==> config.mk <==
export PLATFORM = sky130hd
export DESIGN_NAME = uart_rx_ctrl
export DESIGN_NICKNAME = d
export VERILOG_FILES = /design/src/rtl/uart_rx_ctrl.sv
export SDC_FILE = /design/constraint.sdc
export NUM_CORES = 1
export LEC_CHECK = 0
export ABC_CLOCK_PERIOD_IN_PS = 7300
export BUFFER_PORTS_ARGS = -buffer_cell sky130_fd_sc_hd__buf_2
export CAP_MARGIN = 15
export CORE_MARGIN = 2
export CORE_UTILIZATION = 40
export DETAILED_ROUTE_END_ITERATION = 8
export SETUP_SLACK_MARGIN = 0.02
export SLEW_MARGIN = 40
export SYNTH_ARGS = -nofsm -noshare
export SYNTH_HDL_FRONTEND = slang
export SYNTH_SLANG_ARGS = --single-unit
==> constraint.sdc <==
create_clock -name clk -period 7.3 [get_ports clk]
set_clock_uncertainty 0.05 [all_clocks]
set_input_delay 1.095 -clock clk [delete_from_list [all_inputs] [get_ports clk]]
set_output_delay 1.095 -clock clk [all_outputs]
set_load 0.01 [all_outputs]
==> src/rtl/uart_rx_ctrl.sv <==
// ---------------------------------------------------------------------------
// uart_rx_ctrl
//
// Control and buffering front-end for a UART receiver.
//   * Host configuration is captured into shadow registers on cfg_wr and only
//     committed to the receiver while it is idle.
//   * Every commit passes through a single APPLY cycle with rx_en low, so the
//     receiver restarts cleanly.
//   * Each received word is tagged with the noise/error pulses seen during
//     its frame and buffered in a first-word-fall-through FIFO.
//   * Sticky status bits (noise, parity, stop, overrun, drain timeout) are
//     kept for the host and cleared with a write-1-to-clear mask.
//
// Ports
//   clk, rst            : clock, synchronous active-high reset
//   host_en             : global receive enable
//   cfg_wr, cfg_*       : pending configuration write strobe and values
//   cfg_busy            : a written configuration has not been committed yet
//   rx_en               : enable to the receiver
//   baud_rate .. ign_stop : committed configuration to the receiver
//   rx_vld_p, rx_byte, rx_parity : received word strobe and contents
//   *_noise_p, parity_err_p, stop_err_p : per-frame quality pulses
//   rx_state            : receiver state, zero when idle
//   rd_en, rd_data, rd_vld, fifo_cnt, fifo_flush : receive FIFO host side
//                         rd_data = {stop_err, parity_err, noise, rx_parity, rx_byte}
//   sts, sts_clr        : sticky status {tmo, ovr, stop_err, parity_err, noise}
//                         and its write-1-to-clear mask
// ---------------------------------------------------------------------------
module uart_rx_ctrl #(
    parameter int FIFO_DEPTH = 8,
    parameter int DRAIN_TMO  = 4096,
    parameter int CNT_W      = 4
) (
    input  logic             clk,
    input  logic             rst,
    input  logic             host_en,
    input  logic             cfg_wr,
    input  logic [15:0]      cfg_baud_rate,
    input  logic             cfg_word_len,
    input  logic             cfg_parity_en,
    input  logic             cfg_parity_type,
    input  logic [1:0]       cfg_stop_len,
    input  logic             cfg_samp_mode,
    input  logic             cfg_irda_mode,
    input  logic             cfg_ign_stop,
    output logic             cfg_busy,
    output logic             rx_en,
    output logic [15:0]      baud_rate,
    output logic             word_len,
    output logic             parity_en,
    output logic             parity_type,
    output logic [1:0]       stop_len,
    output logic             samp_mode,
    output logic             irda_mode,
    output logic             ign_stop,
    input  logic             rx_vld_p,
    input  logic [7:0]       rx_byte,
    input  logic             rx_parity,
    input  logic             start_noise_p,
    input  logic             data_noise_p,
    input  logic             parity_noise_p,
    input  logic             stop_noise_p,
    input  logic             parity_err_p,
    input  logic             stop_err_p,
    input  logic [7:0]       rx_state,
    input  logic             rd_en,
    output logic [11:0]      rd_data,
    output logic             rd_vld,
    output logic [CNT_W-1:0] fifo_cnt,
    input  logic             fifo_flush,
    output logic [4:0]       sts,
    input  logic [4:0]       sts_clr
);

    localparam int PTR_W  = (FIFO_DEPTH > 1) ? $clog2(FIFO_DEPTH) : 1;
    localparam int DCNT_W = $clog2(DRAIN_TMO) + 1;

    localparam logic [DCNT_W-1:0] DRAIN_LAST = DCNT_W'(DRAIN_TMO - 1);
    localparam logic [DCNT_W-1:0] DCNT_ONE   = DCNT_W'(1);
    localparam logic [CNT_W-1:0]  CNT_FULL   = CNT_W'(FIFO_DEPTH);
    localparam logic [CNT_W-1:0]  CNT_ONE    = CNT_W'(1);
    localparam logic [PTR_W-1:0]  PTR_ONE    = PTR_W'(1);

    typedef enum logic [1:0] {
        ST_OFF   = 2'd0,
        ST_RUN   = 2'd1,
        ST_DRAIN = 2'd2,
        ST_APPLY = 2'd3
    } state_t;

    // Pack a received word and its frame quality flags into one FIFO entry.
    function automatic logic [11:0] make_entry(
        input logic       serr,
        input logic       perr,
        input logic       noise,
        input logic       par,
        input logic [7:0] data
    );
        make_entry = {serr, perr, noise, par, data};
    endfunction

    state_t state_r, state_s;
    logic   tmo_set_s;
    logic   rx_en_r;

    logic [DCNT_W-1:0] drain_cnt_r;

    logic        pend_r;
    logic [15:0] pend_baud_r;
    logic        pend_word_len_r, pend_parity_en_r, pend_parity_type_r;
    logic [1:0]  pend_stop_len_r;
    logic        pend_samp_mode_r, pend_irda_mode_r, pend_ign_stop_r;

    logic [15:0] baud_rate_r;
    logic        word_len_r, parity_en_r, parity_type_r;
    logic [1:0]  stop_len_r;
    logic        samp_mode_r, irda_mode_r, ign_stop_r;

    logic        noise_f_r, perr_f_r, serr_f_r;
    logic        any_noise_s;
    logic [11:0] entry_s;

    logic [11:0]      mem_r [FIFO_DEPTH];
    logic [PTR_W-1:0] wr_ptr_r, rd_ptr_r;
    logic [CNT_W-1:0] cnt_r;
    logic             full_s, pop_s, wr_s, ovr_s;
    logic [4:0]       sts_r, sts_set_s;

    // Next-state decode for the configuration commit sequencer.
    always_comb begin
        state_s   = state_r;
        tmo_set_s = 1'b0;
        case (state_r)
            ST_OFF: begin
                if (cfg_wr) begin
                    state_s = ST_APPLY;
                end else if (host_en && !pend_r) begin
                    state_s = ST_RUN;
                end else begin
                    state_s = ST_OFF;
                end
            end
            ST_RUN: begin
                if (cfg_wr) begin
                    state_s = ST_DRAIN;
                end else if (!host_en) begin
                    state_s = ST_OFF;
                end else begin
                    state_s = ST_RUN;
                end
            end
            ST_DRAIN: begin
                // Receiver idle or host disable commits at once; otherwise
                // give up waiting after DRAIN_TMO cycles and flag it.
                if (rx_state == 8'd0) begin
                    state_s = ST_APPLY;
                end else if (!host_en) begin
                    state_s = ST_APPLY;
                end else if (drain_cnt_r == DRAIN_LAST) begin
                    state_s   = ST_APPLY;
                    tmo_set_s = 1'b1;
                end else begin
                    state_s = ST_DRAIN;
                end
            end
            ST_APPLY: begin
                // A write landing in APPLY becomes a fresh pending config.
                if (cfg_wr) begin
                    state_s = host_en ? ST_DRAIN : ST_APPLY;
                end else begin
                    state_s = host_en ? ST_RUN : ST_OFF;
                end
            end
            default: begin
                state_s = ST_OFF;
            end
        endcase
    end

    // State register and registered receiver enable.
    always_ff @(posedge clk) begin
        if (rst) begin
            state_r <= ST_OFF;
            rx_en_r <= 1'b0;
        end else begin
            state_r <= state_s;
            rx_en_r <= (state_s == ST_RUN) || (state_s == ST_DRAIN);
        end
    end

    // Drain wait counter: zero outside DRAIN, counts cycles spent in DRAIN.
    always_ff @(posedge clk) begin
        if (rst) begin
            drain_cnt_r <= '0;
        end else if (state_r == ST_DRAIN) begin
            drain_cnt_r <= drain_cnt_r + DCNT_ONE;
        end else begin
            drain_cnt_r <= '0;
        end
    end

    // Shadow configuration: latched on cfg_wr, pending flag cleared by APPLY.
    always_ff @(posedge clk) begin
        if (rst) begin
            pend_r             <= 1'b0;
            pend_baud_r        <= 16'd16;
            pend_word_len_r    <= 1'b0;
            pend_parity_en_r   <= 1'b0;
            pend_parity_type_r <= 1'b0;
            pend_stop_len_r    <= 2'd0;
            pend_samp_mode_r   <= 1'b0;
            pend_irda_mode_r   <= 1'b0;
            pend_ign_stop_r    <= 1'b0;
        end else if (cfg_wr) begin
            pend_r             <= 1'b1;
            pend_baud_r        <= cfg_baud_rate;
            pend_word_len_r    <= cfg_word_len;
            pend_parity_en_r   <= cfg_parity_en;
            pend_parity_type_r <= cfg_parity_type;
            pend_stop_len_r    <= cfg_stop_len;
            pend_samp_mode_r   <= cfg_samp_mode;
            pend_irda_mode_r   <= cfg_irda_mode;
            pend_ign_stop_r    <= cfg_ign_stop;
        end else if (state_r == ST_APPLY) begin
            pend_r <= 1'b0;
        end
    end

    // Committed configuration: updated on every edge that ends an APPLY cycle.
    always_ff @(posedge clk) begin
        if (rst) begin
            baud_rate_r   <= 16'd16;
            word_len_r    <= 1'b0;
            parity_en_r   <= 1'b0;
            parity_type_r <= 1'b0;
            stop_len_r    <= 2'd0;
            samp_mode_r   <= 1'b0;
            irda_mode_r   <= 1'b0;
            ign_stop_r    <= 1'b0;
        end else if (state_r == ST_APPLY) begin
            baud_rate_r   <= pend_baud_r;
            word_len_r    <= pend_word_len_r;
            parity_en_r   <= pend_parity_en_r;
            parity_type_r <= pend_parity_type_r;
            stop_len_r    <= pend_stop_len_r;
            samp_mode_r   <= pend_samp_mode_r;
            irda_mode_r   <= pend_irda_mode_r;
            ign_stop_r    <= pend_ign_stop_r;
        end
    end

    // Frame tag: accumulated flags plus any pulse arriving with rx_vld_p.
    assign any_noise_s = start_noise_p | data_noise_p | parity_noise_p | stop_noise_p;
    assign entry_s     = make_entry(serr_f_r | stop_err_p,
                                    perr_f_r | parity_err_p,
                                    noise_f_r | any_noise_s,
                                    rx_parity, rx_byte);

    // Per-frame flag accumulators; cleared on each word and on a restart.
    always_ff @(posedge clk) begin
        if (rst) begin
            noise_f_r <= 1'b0;
            perr_f_r  <= 1'b0;
            serr_f_r  <= 1'b0;
        end else if (rx_vld_p || (state_r == ST_APPLY)) begin
            noise_f_r <= 1'b0;
            perr_f_r  <= 1'b0;
            serr_f_r  <= 1'b0;
        end else begin
            noise_f_r <= noise_f_r | any_noise_s;
            perr_f_r  <= perr_f_r | parity_err_p;
            serr_f_r  <= serr_f_r | stop_err_p;
        end
    end

    // FIFO handshake: flush wins over everything; a pop frees room for a
    // push arriving while full, so that case is not an overrun.
    assign full_s = (cnt_r == CNT_FULL);
    assign pop_s  = rd_en && (cnt_r != '0) && !fifo_flush;
    assign wr_s   = rx_vld_p && !fifo_flush && (!full_s || pop_s);
    assign ovr_s  = rx_vld_p && !fifo_flush && full_s && !pop_s;

    // FIFO storage write port (contents need no reset; rd_vld guards them).
    always_ff @(posedge clk) begin
        if (wr_s) begin
            mem_r[wr_ptr_r] <= entry_s;
        end
    end

    // FIFO pointers and occupancy.
    always_ff @(posedge clk) begin
        if (rst || fifo_flush) begin
            wr_ptr_r <= '0;
            rd_ptr_r <= '0;
            cnt_r    <= '0;
        end else begin
            if (wr_s) begin
                wr_ptr_r <= wr_ptr_r + PTR_ONE;
            end
            if (pop_s) begin
                rd_ptr_r <= rd_ptr_r + PTR_ONE;
            end
            case ({wr_s, pop_s})
                2'b10:   cnt_r <= cnt_r + CNT_ONE;
                2'b01:   cnt_r <= cnt_r - CNT_ONE;
                default: cnt_r <= cnt_r;
            endcase
        end
    end

    // Sticky status: a set in the same cycle as its clear keeps the bit at 1.
    assign sts_set_s = {tmo_set_s, ovr_s, wr_s & entry_s[11],
                        wr_s & entry_s[10], wr_s & entry_s[9]};

    // Sticky status register.
    always_ff @(posedge clk) begin
        if (rst) begin
            sts_r <= 5'd0;
        end else begin
            sts_r <= (sts_r & ~sts_clr) | sts_set_s;
        end
    end

    assign cfg_busy    = pend_r;
    assign rx_en       = rx_en_r;
    assign baud_rate   = baud_rate_r;
    assign word_len    = word_len_r;
    assign parity_en   = parity_en_r;
    assign parity_type = parity_type_r;
    assign stop_len    = stop_len_r;
    assign samp_mode   = samp_mode_r;
    assign irda_mode   = irda_mode_r;
    assign ign_stop    = ign_stop_r;
    assign rd_data     = mem_r[rd_ptr_r];
    assign rd_vld      = (cnt_r != '0);
    assign fifo_cnt    = cnt_r;
    assign sts         = sts_r;

endmodule
==> results.ini, run 1 <==
[routing]
wl_per_cell_um=16.3
num_vias=4356
drt_first_pass_iters=4
drc_errors=0
antenna_left=0
drt_wl_total_um=14200
drtIter0Drc=215
avgViaCountPerCell=5.02

[power]
powerDensity_nw_per_um2=255
comb_power_share_pct=5.0
power_leakage_nw=3.12
ir_drop_uv=177
internal_power_mw=1.67
clkPwrFrac_pct=43.2
seqPwrFrac_pct=51.8
p_switching_mw=0.470
swShare_pct=22.0

[worst_hold_path]
whs_path_depth=2
holdCritStartpoint=baud_rate[15]$_SDFFE_PP0P_
hp-class=reg2reg
whs_endpoint=baud_rate[15]$_SDFFE_PP0P_

[timing]
slew_headroom_pct=46.8
grt_setup_unrepaired=no
setup_ws_ps=3990
drv_slew=0
min_period_ps=3310
setup_viol=0
finalHoldViolCount=0
tns_ps=0
worstMarginPinSlew_ps=798
fmaxAchievable_ghz=0.302
min_period_over_period_pct=45.4

[synth]
synth_enable_flop_cells=96
netlist_area_um2=6970
synth_warnings=0
syn_nets=583
yosysTopAreaCellShare_pct=41.4
syn_inst=519
async_flop_share_pct=0
avgSynthCellArea_um2=13.4
synthTopCellsByArea=edfxtp_1 41%, dfxtp_1 25%, mux4_2 7.8%
synth.distinct_cells=46
netlist_top_cells_count=96 x edfxtp_1, 86 x dfxtp_1, 61 x nand2_1, 54 x nor2_1, 36 x a21oi_1
synth_ff_type=edfxtp_1
seq_area_frac_synth_pct=66.1
synth-seq-cells=182
yosysMostFrequentCell=edfxtp_1
yosysTopAreaCell=edfxtp_1

[floorplanning]
initial_core_util_pct=40.6
die_h_um=136
pin_count=107
coreArea_um2=17200
num_rows=48
die_x_um=136
dieArea_um2=18500

[global_routing]
grt_pass1_wl_um=22600
grt_max_degree=60
antenna_found_initial=0
grt.total_usage_pct=16.1
grt_pass1_vias=4420
grt_overflow=0

[clock_network]
cts_root_buffer=clkbuf_16
cts_resized=0
holdBufCountCts=0
clk_latency_ps=420
clkSinkCount=182
clk_pin_slew_worst_paths_ps=70
h-tree-depth=4
clk_path_buf_depth=2
cts_tree=done
postCtsSetupBuffers=0
cts_buffers=17

[setup_path]
cp.required_ps=6150
critical_path.max_fanout=24
r2r-end=fifo_cnt[2]$_SDFFE_PP0P_
start_kind=flop
path_class=reg2out
arrival_ps=2170
rr_startpoint=fifo_cnt[0]$_SDFFE_PP0P_
r2r_slack_ps=5160
r2r_cells=7
cp-end-kind=output pin

[run]
maxCapViolCount=0

[final_layout]
drive_gt1_share_pct=30.1
n_antenna_cell=0
area_growth_pct=20.2
final_util_pct=48.8
fin_nets=693

[place]
gp_congestion=0.750
dpl.hpwl_um=9150
dp_slack_ps=4180
port_buffers=106

[outcome]
status=completed

[cell families after synthesis]
| group | count (synthesis) | share of synthesized area, % |
|---|---|---|
| AOI/OAI and AO/OA | 49 | 3.84 |
| xor gates and xnor gates | 15 | 1.88 |
| adders and majority gates | 5 | 0.898 |
| buffers and inverters | 32 | 1.87 |
| DFF | 182 | 66.1 |
| muxes | 60 | 13.2 |
| and+or+nand+nor | 176 | 12.3 |
[registers in the layout, summed over array words and instances, names as in the netlist, 2 cells and up, named ones only]
register	flops
baud_rate	16
fifo_cnt	4
drain_cnt_r	13
state_r	2
stop_len	2
wr_ptr_r	3
pend_stop_len_r	2
mem_r	96
sts	5
pend_baud_r	16
rd_ptr_r	3
[critical path, stage by stage (launching register included)]
cell	delay, ps
dfxtp_1	310
buf_4	420
mux4_2	560
mux2_2	300
buf_2	140
[per-layer routing]
metal | up-vias | track usage, % | routed length, µm
li1 | 2102 | - | -
met1 | 2133 | 19.5 | 6180
met2 | 107 | 26.7 | 7050
met3 | 14 | 6.04 | 802
met4 | 0 | 4.51 | 143
met5 | - | 0 | 0
[how the worst max path moves through the flow]
stage	start	end	slack (ps)	cells past startpoint
after detailed placement	cfg_wr	rx_en$_SDFF_PP0_	4180	7
after floorplan	rx_vld_p	mem_r[2][0]$_DFFE_PP_	4010	3
after CTS	flop	rd_data[10]	3920	4
after global placement	cfg_wr	rx_en$_SDFF_PP0_	4260	7
after global routing	flop	rd_data[10]	3840	4
final	flop	rd_data[10]	3990	4
[cell type report]
class,instances,area (µm²)
inverter,7,26.3
sequential,182,4600
multi-input combinational,305,2250
clock buffer,19,443
tap,225,282
timing repair buffer,116,608
clock inverter,13,161
fill,1522,8800
[cells in the final DEF (no fill, tap or decap), types with 2 or more instances in the layout]
cell / n
xor2_1: 8
clkbuf_16: 17
xnor2_1: 7
nand4_1: 3
nor4_2: 2
nand2b_1: 5
edfxtp_1: 96
nor3_1: 7
and3_1: 3
mux2_2: 12
o21ai_0: 4
nor3b_1: 4
dfxtp_1: 86
buf_4: 11
mux4_2: 24
nor2b_1: 10
clkinv_4: 2
or2_2: 3
nand3_1: 6
nor2_1: 54
bufinv_16: 2
inv_1: 7
buf_2: 105
and2_1: 2
ha_1: 5
a21oi_1: 36
o31ai_1: 2
or4_1: 3
nand2_1: 60
mux2i_1: 23
inv_6: 5
or3_1: 4
[through the flow]
step / total power, mW / std cells / cell area (µm²) / hold slack [ps]
final: 2.14 / 867 / 8380 / 405
after global routing: 2.22 / 867 / 8380 / 430
after CTS: 2.16 / 867 / 8380 / 406
after detailed placement: 1.24 / 835 / 7770 / 397
after global placement: 1.23 / 835 / 7770 / 383
after floorplan: 1.19 / 519 / 6970 / 376
[power groups by stage]
stage | clock (mW) | sequential (mW) | combinational (mW)
CTS | 0.941 | 1.11 | 0.109
detailed placement | 0 | 1.13 | 0.108
global placement | 0 | 1.13 | 0.104
global route | 0.989 | 1.11 | 0.119
floorplan | 0 | 1.13 | 0.0617
finish | 0.923 | 1.11 | 0.107
(Power assumes the default switching activity.)
==> inputs of run 2 (changes only) <==
Settings changed: ABC_CLOCK_PERIOD_IN_PS 7300 to 3400.
Clock period 7.3 ns to 3.4 ns, I/O delays scaled along.
==> results.ini, run 2 (synthesis gave the netlist of run 1 again) <==
[floorplanning]
initial_core_util_pct=40.6
die_x_um=136
pin_count=107
num_rows=48
dieArea_um2=18500
die_h_um=136
coreArea_um2=17200

[routing]
avgViaCountPerCell=5.03
drtIter0Drc=218
wl_per_cell_um=16.0
num_vias=4361
drt_first_pass_iters=4
drc_errors=0
drt_wl_total_um=13900
antenna_left=0

[setup_path]
critPathSlowestCell=mux4_2
start_kind=flop
critical_path.max_fanout=24
r2r_cells=7
arrival_ps=2170
cp.required_ps=2840
crit_chain=buf_4, mux4_2, mux2_2, buf_2
cp-end-kind=output pin
path_class=reg2out
crit_path_max_incr_delay_ps=570

[timing]
setup_ws_ps=675
grt_setup_unrepaired=no
tns_ps=0
min_period_ps=2730
whs_ps=239
slew_headroom_pct=48.7
fmaxAchievable_ghz=0.367
worstMarginPinSlew_ps=769
setup_viol=0
drv_slew=0
min_period_over_period_pct=80.2
finalHoldViolCount=0

[clock_network]
cts_resized=0
clk_path_buf_depth=2
holdBufCountCts=0
h-tree-depth=4
cts_buffers=17
cts_root_buffer=clkbuf_16
clk_latency_ps=430
cts_tree=done
postCtsSetupBuffers=0
clkSinkCount=182
clk_pin_slew_worst_paths_ps=70

[power]
powerDensity_nw_per_um2=532
power_leakage_nw=3.09
ir_drop_uv=353

[final_layout]
largest_reg_flops=96
drive_gt1_share_pct=30.1
area_growth_pct=19.5
largest-register=mem_r
design_area_um2=8330
final_util_pct=48.5
fin_nets=694
final_common_cell=buf_2
final_cell_mix=106 x buf_2, 96 x edfxtp_1, 86 x dfxtp_1
n_antenna_cell=0
nFillCells=1550

[global_routing]
grt_overflow=0
grt.total_usage_pct=15.4
grt_pass1_vias=4306
grt_pass1_wl_um=21600
grt_max_degree=32
antenna_found_initial=1

[place]
port_buffers=106
dpl.hpwl_um=9040
gp_congestion=0.773
dp_slack_ps=880
post_dp_cell_area_um2=7780

[outcome]
status=completed

[run]
maxCapViolCount=0

[worst_hold_path]
hp-class=in2reg
whs_path_depth=2

==> run 2: power breakdown <==
| part | internal (mW) | switching, mW | total, mW |
|---|---|---|---|
| clock network | 0.950 | 0.873 | 1.82 |
| logic | 0.100 | 0.128 | 0.228 |
| registers | 2.35 | 0.0235 | 2.37 |
==> run 2: critical path, delay by kind of cell (launching register included) <==
kind	cells	cell delay, ps
muxes	2	860
buffers and inverters	2	550
DFF	1	310
==> run 2: path summary, 6_finish.rpt <==
check                                                   end                  startpoint  slack (ps)
worst max-delay path                            rd_data[10]                        flop         670
worst min-delay path            pend_baud_r[4]$_SDFFE_PP1P_            cfg_baud_rate[4]         240
worst max register to register     fifo_cnt[2]$_SDFFE_PP0P_    fifo_cnt[0]$_SDFFE_PP0P_        1260
worst min register to register   baud_rate[15]$_SDFFE_PP0P_  baud_rate[15]$_SDFFE_PP0P_         400
==> run 2: final cells by class <==
cell class                      instances  area, µm²  area share [%]
Clock buffer                           17        425            5.11
Sequential cell                       182       4600            55.3
Clock inverter                         14        124            1.49
Timing Repair Buffer                  117        613            7.36
Multi-Input combinational cell        305       2250            27.0
Inverter                                7       26.3           0.316
Tap cell                              225        282            3.38
==> run 2: through the flow <==
step	instances	total power [mW]
after floorplan	519	2.56
after global placement	836	2.65
after detailed placement	836	2.66
after CTS	867	4.47
after global routing	867	4.56
final	867	4.43
==> run 2: metal layers <==
layer | vias to the layer above | track usage, % | wire [µm] | share of wire, %
met4 | 0 | 5.09 | 206 | 1.5
li1 | 2093 | - | - | -
met2 | 113 | 25.6 | 6660 | 48
met3 | 19 | 5.11 | 845 | 6.1
met1 | 2136 | 19.0 | 6180 | 44
met5 | - | 0 | 0 | 0
==> inputs of run 3 (changes only) <==
Settings changed: ABC_CLOCK_PERIOD_IN_PS 3400 to 2600.
Clock period 3.4 ns to 2.6 ns, I/O delays scaled along.
==> results.ini, run 3 (synthesis gave the netlist of run 1 again) <==
[outcome]
status=completed

[global_routing]
grt_pass1_vias=4409
grt_max_degree=51
grt_overflow=0
grt.total_usage_pct=15.8
grt_pass1_wl_um=22200
antenna_found_initial=0

[place]
port_buffers=106
post_dp_cell_area_um2=7810
gp_congestion=0.759
dpl.hpwl_um=9010
dp_slack_ps=430

[floorplanning]
coreArea_um2=17200
die_x_um=136
pin_count=107
die_h_um=136
dieArea_um2=18500
initial_core_util_pct=40.6
num_rows=48

[power]
comb_power_share_pct=5.1
ir_drop_uv=517
swShare_pct=21.5
power_leakage_nw=3.14
clkPwrFrac_pct=42.2
seqPwrFrac_pct=52.7
p_switching_mw=1.27
internal_power_mw=4.63
powerDensity_nw_per_um2=703

[final_layout]
fin_nets=696
design_area_um2=8400
final_common_cell=buf_2
final_cell_mix=106 x buf_2, 96 x edfxtp_1, 86 x dfxtp_1
largest-register=mem_r
largest_reg_flops=96
drive_gt1_share_pct=30.4
n_antenna_cell=0
area_growth_pct=20.5

[timing]
finalHoldViolCount=0
drv_slew=0
min_period_ps=2440
fmaxAchievable_ghz=0.410
setup_viol=0
setup_ws_ps=161
tns_ps=0
min_period_over_period_pct=93.8
slew_headroom_pct=51.2
worstMarginPinSlew_ps=731
grt_setup_unrepaired=no

[setup_path]
rr_startpoint=fifo_cnt[0]$_SDFFE_PP0P_
cp.required_ps=2160
crit_chain=buf_12, mux4_2, mux2_2, buf_2
path_class=reg2out
start_kind=flop
critPathSlowestCell=mux4_2
critical_path.max_fanout=24
critPathCapture=rd_data[10]
cp-end-kind=output pin
r2r-end=fifo_cnt[2]$_SDFFE_PP0P_
r2r_slack_ps=390
arrival_ps=2000
crit_path_max_incr_delay_ps=530
r2r_cells=7

[worst_hold_path]
hp-class=in2reg

[routing]
avgViaCountPerCell=5.03
wl_per_cell_um=15.8
drc_errors=0
drtIter0Drc=191
num_vias=4377
drt_wl_total_um=13800
antenna_left=0
drt_first_pass_iters=4

[clock_network]
postCtsSetupBuffers=0
clkSinkCount=182
cts_resized=0
clk_path_buf_depth=2
cts_root_buffer=clkbuf_16
clk_latency_ps=420
cts_buffers=17
holdBufCountCts=0
h-tree-depth=4
cts_tree=done
clk_pin_slew_worst_paths_ps=60

[run]
maxCapViolCount=0

## run 3: worst max-delay path, delay by kind of cell, from the launching register on
| kind | cells | cell delay, ps |
|---|---|---|
| DFF | 1 | 350 |
| buffers and inverters | 2 | 380 |
| muxes | 2 | 840 |
## run 3: power by group through the flow
stage	sequential [mW]	combinational [mW]	clock (mW)
6_report	3.11	0.302	2.49
5_1_grt	3.11	0.338	2.68
4_1_cts	3.11	0.308	2.57
3_5_place_dp	3.17	0.307	0
3_3_place_gp	3.17	0.297	0
2_1_floorplan	3.17	0.173	0
## run 3: stage by stage
stage	utilization (%)	hold WS, ps	power [mW]	cells
floorplan	-	376	3.34	519
global placement	45.5	383	3.46	838
detailed placement	45.5	394	3.48	838
CTS	48.9	113	5.98	870
global route	48.9	122	6.13	870
finish	48.9	132	5.90	870
## run 3: layer usage
metal  track usage (%)  up-vias  share of wire, %
met5                 0        -                 0
met4              5.96        0               1.4
met3              5.11       19               5.7
met2              26.0      122                50
met1              19.3     2129                43
li1                  -     2107                 -
## run 3: area by class of cell
cell class                 instances  area (µm²)
multi-input combinational        305        2260
sequential                       182        4600
timing repair buffer             119         641
clock buffer                      21         472
clock inverter                    11         111
inverter                           7        26.3
tap                              225         282
fill                            1519        8780
## run 3: how the worst min path moves through the flow
| stage | start | endpoint | slack [ps] | cells past startpoint |
|---|---|---|---|---|
| 3_5_place_dp | pend_word_len_r$_SDFFE_PP0P_ | word_len$_SDFFE_PP0P_ | 390 | 2 |
| 2_1_floorplan | drain_cnt_r[0]$_SDFF_PP0_ | drain_cnt_r[0]$_SDFF_PP0_ | 380 | 1 |
| 4_1_cts | cfg_baud_rate[4] | pend_baud_r[4]$_SDFFE_PP1P_ | 110 | 2 |
| 3_3_place_gp | drain_cnt_r[0]$_SDFF_PP0_ | drain_cnt_r[0]$_SDFF_PP0_ | 380 | 1 |
| 5_1_grt | cfg_baud_rate[4] | pend_baud_r[4]$_SDFFE_PP1P_ | 120 | 2 |
| 6_report | cfg_baud_rate[4] | pend_baud_r[4]$_SDFFE_PP1P_ | 130 | 2 |
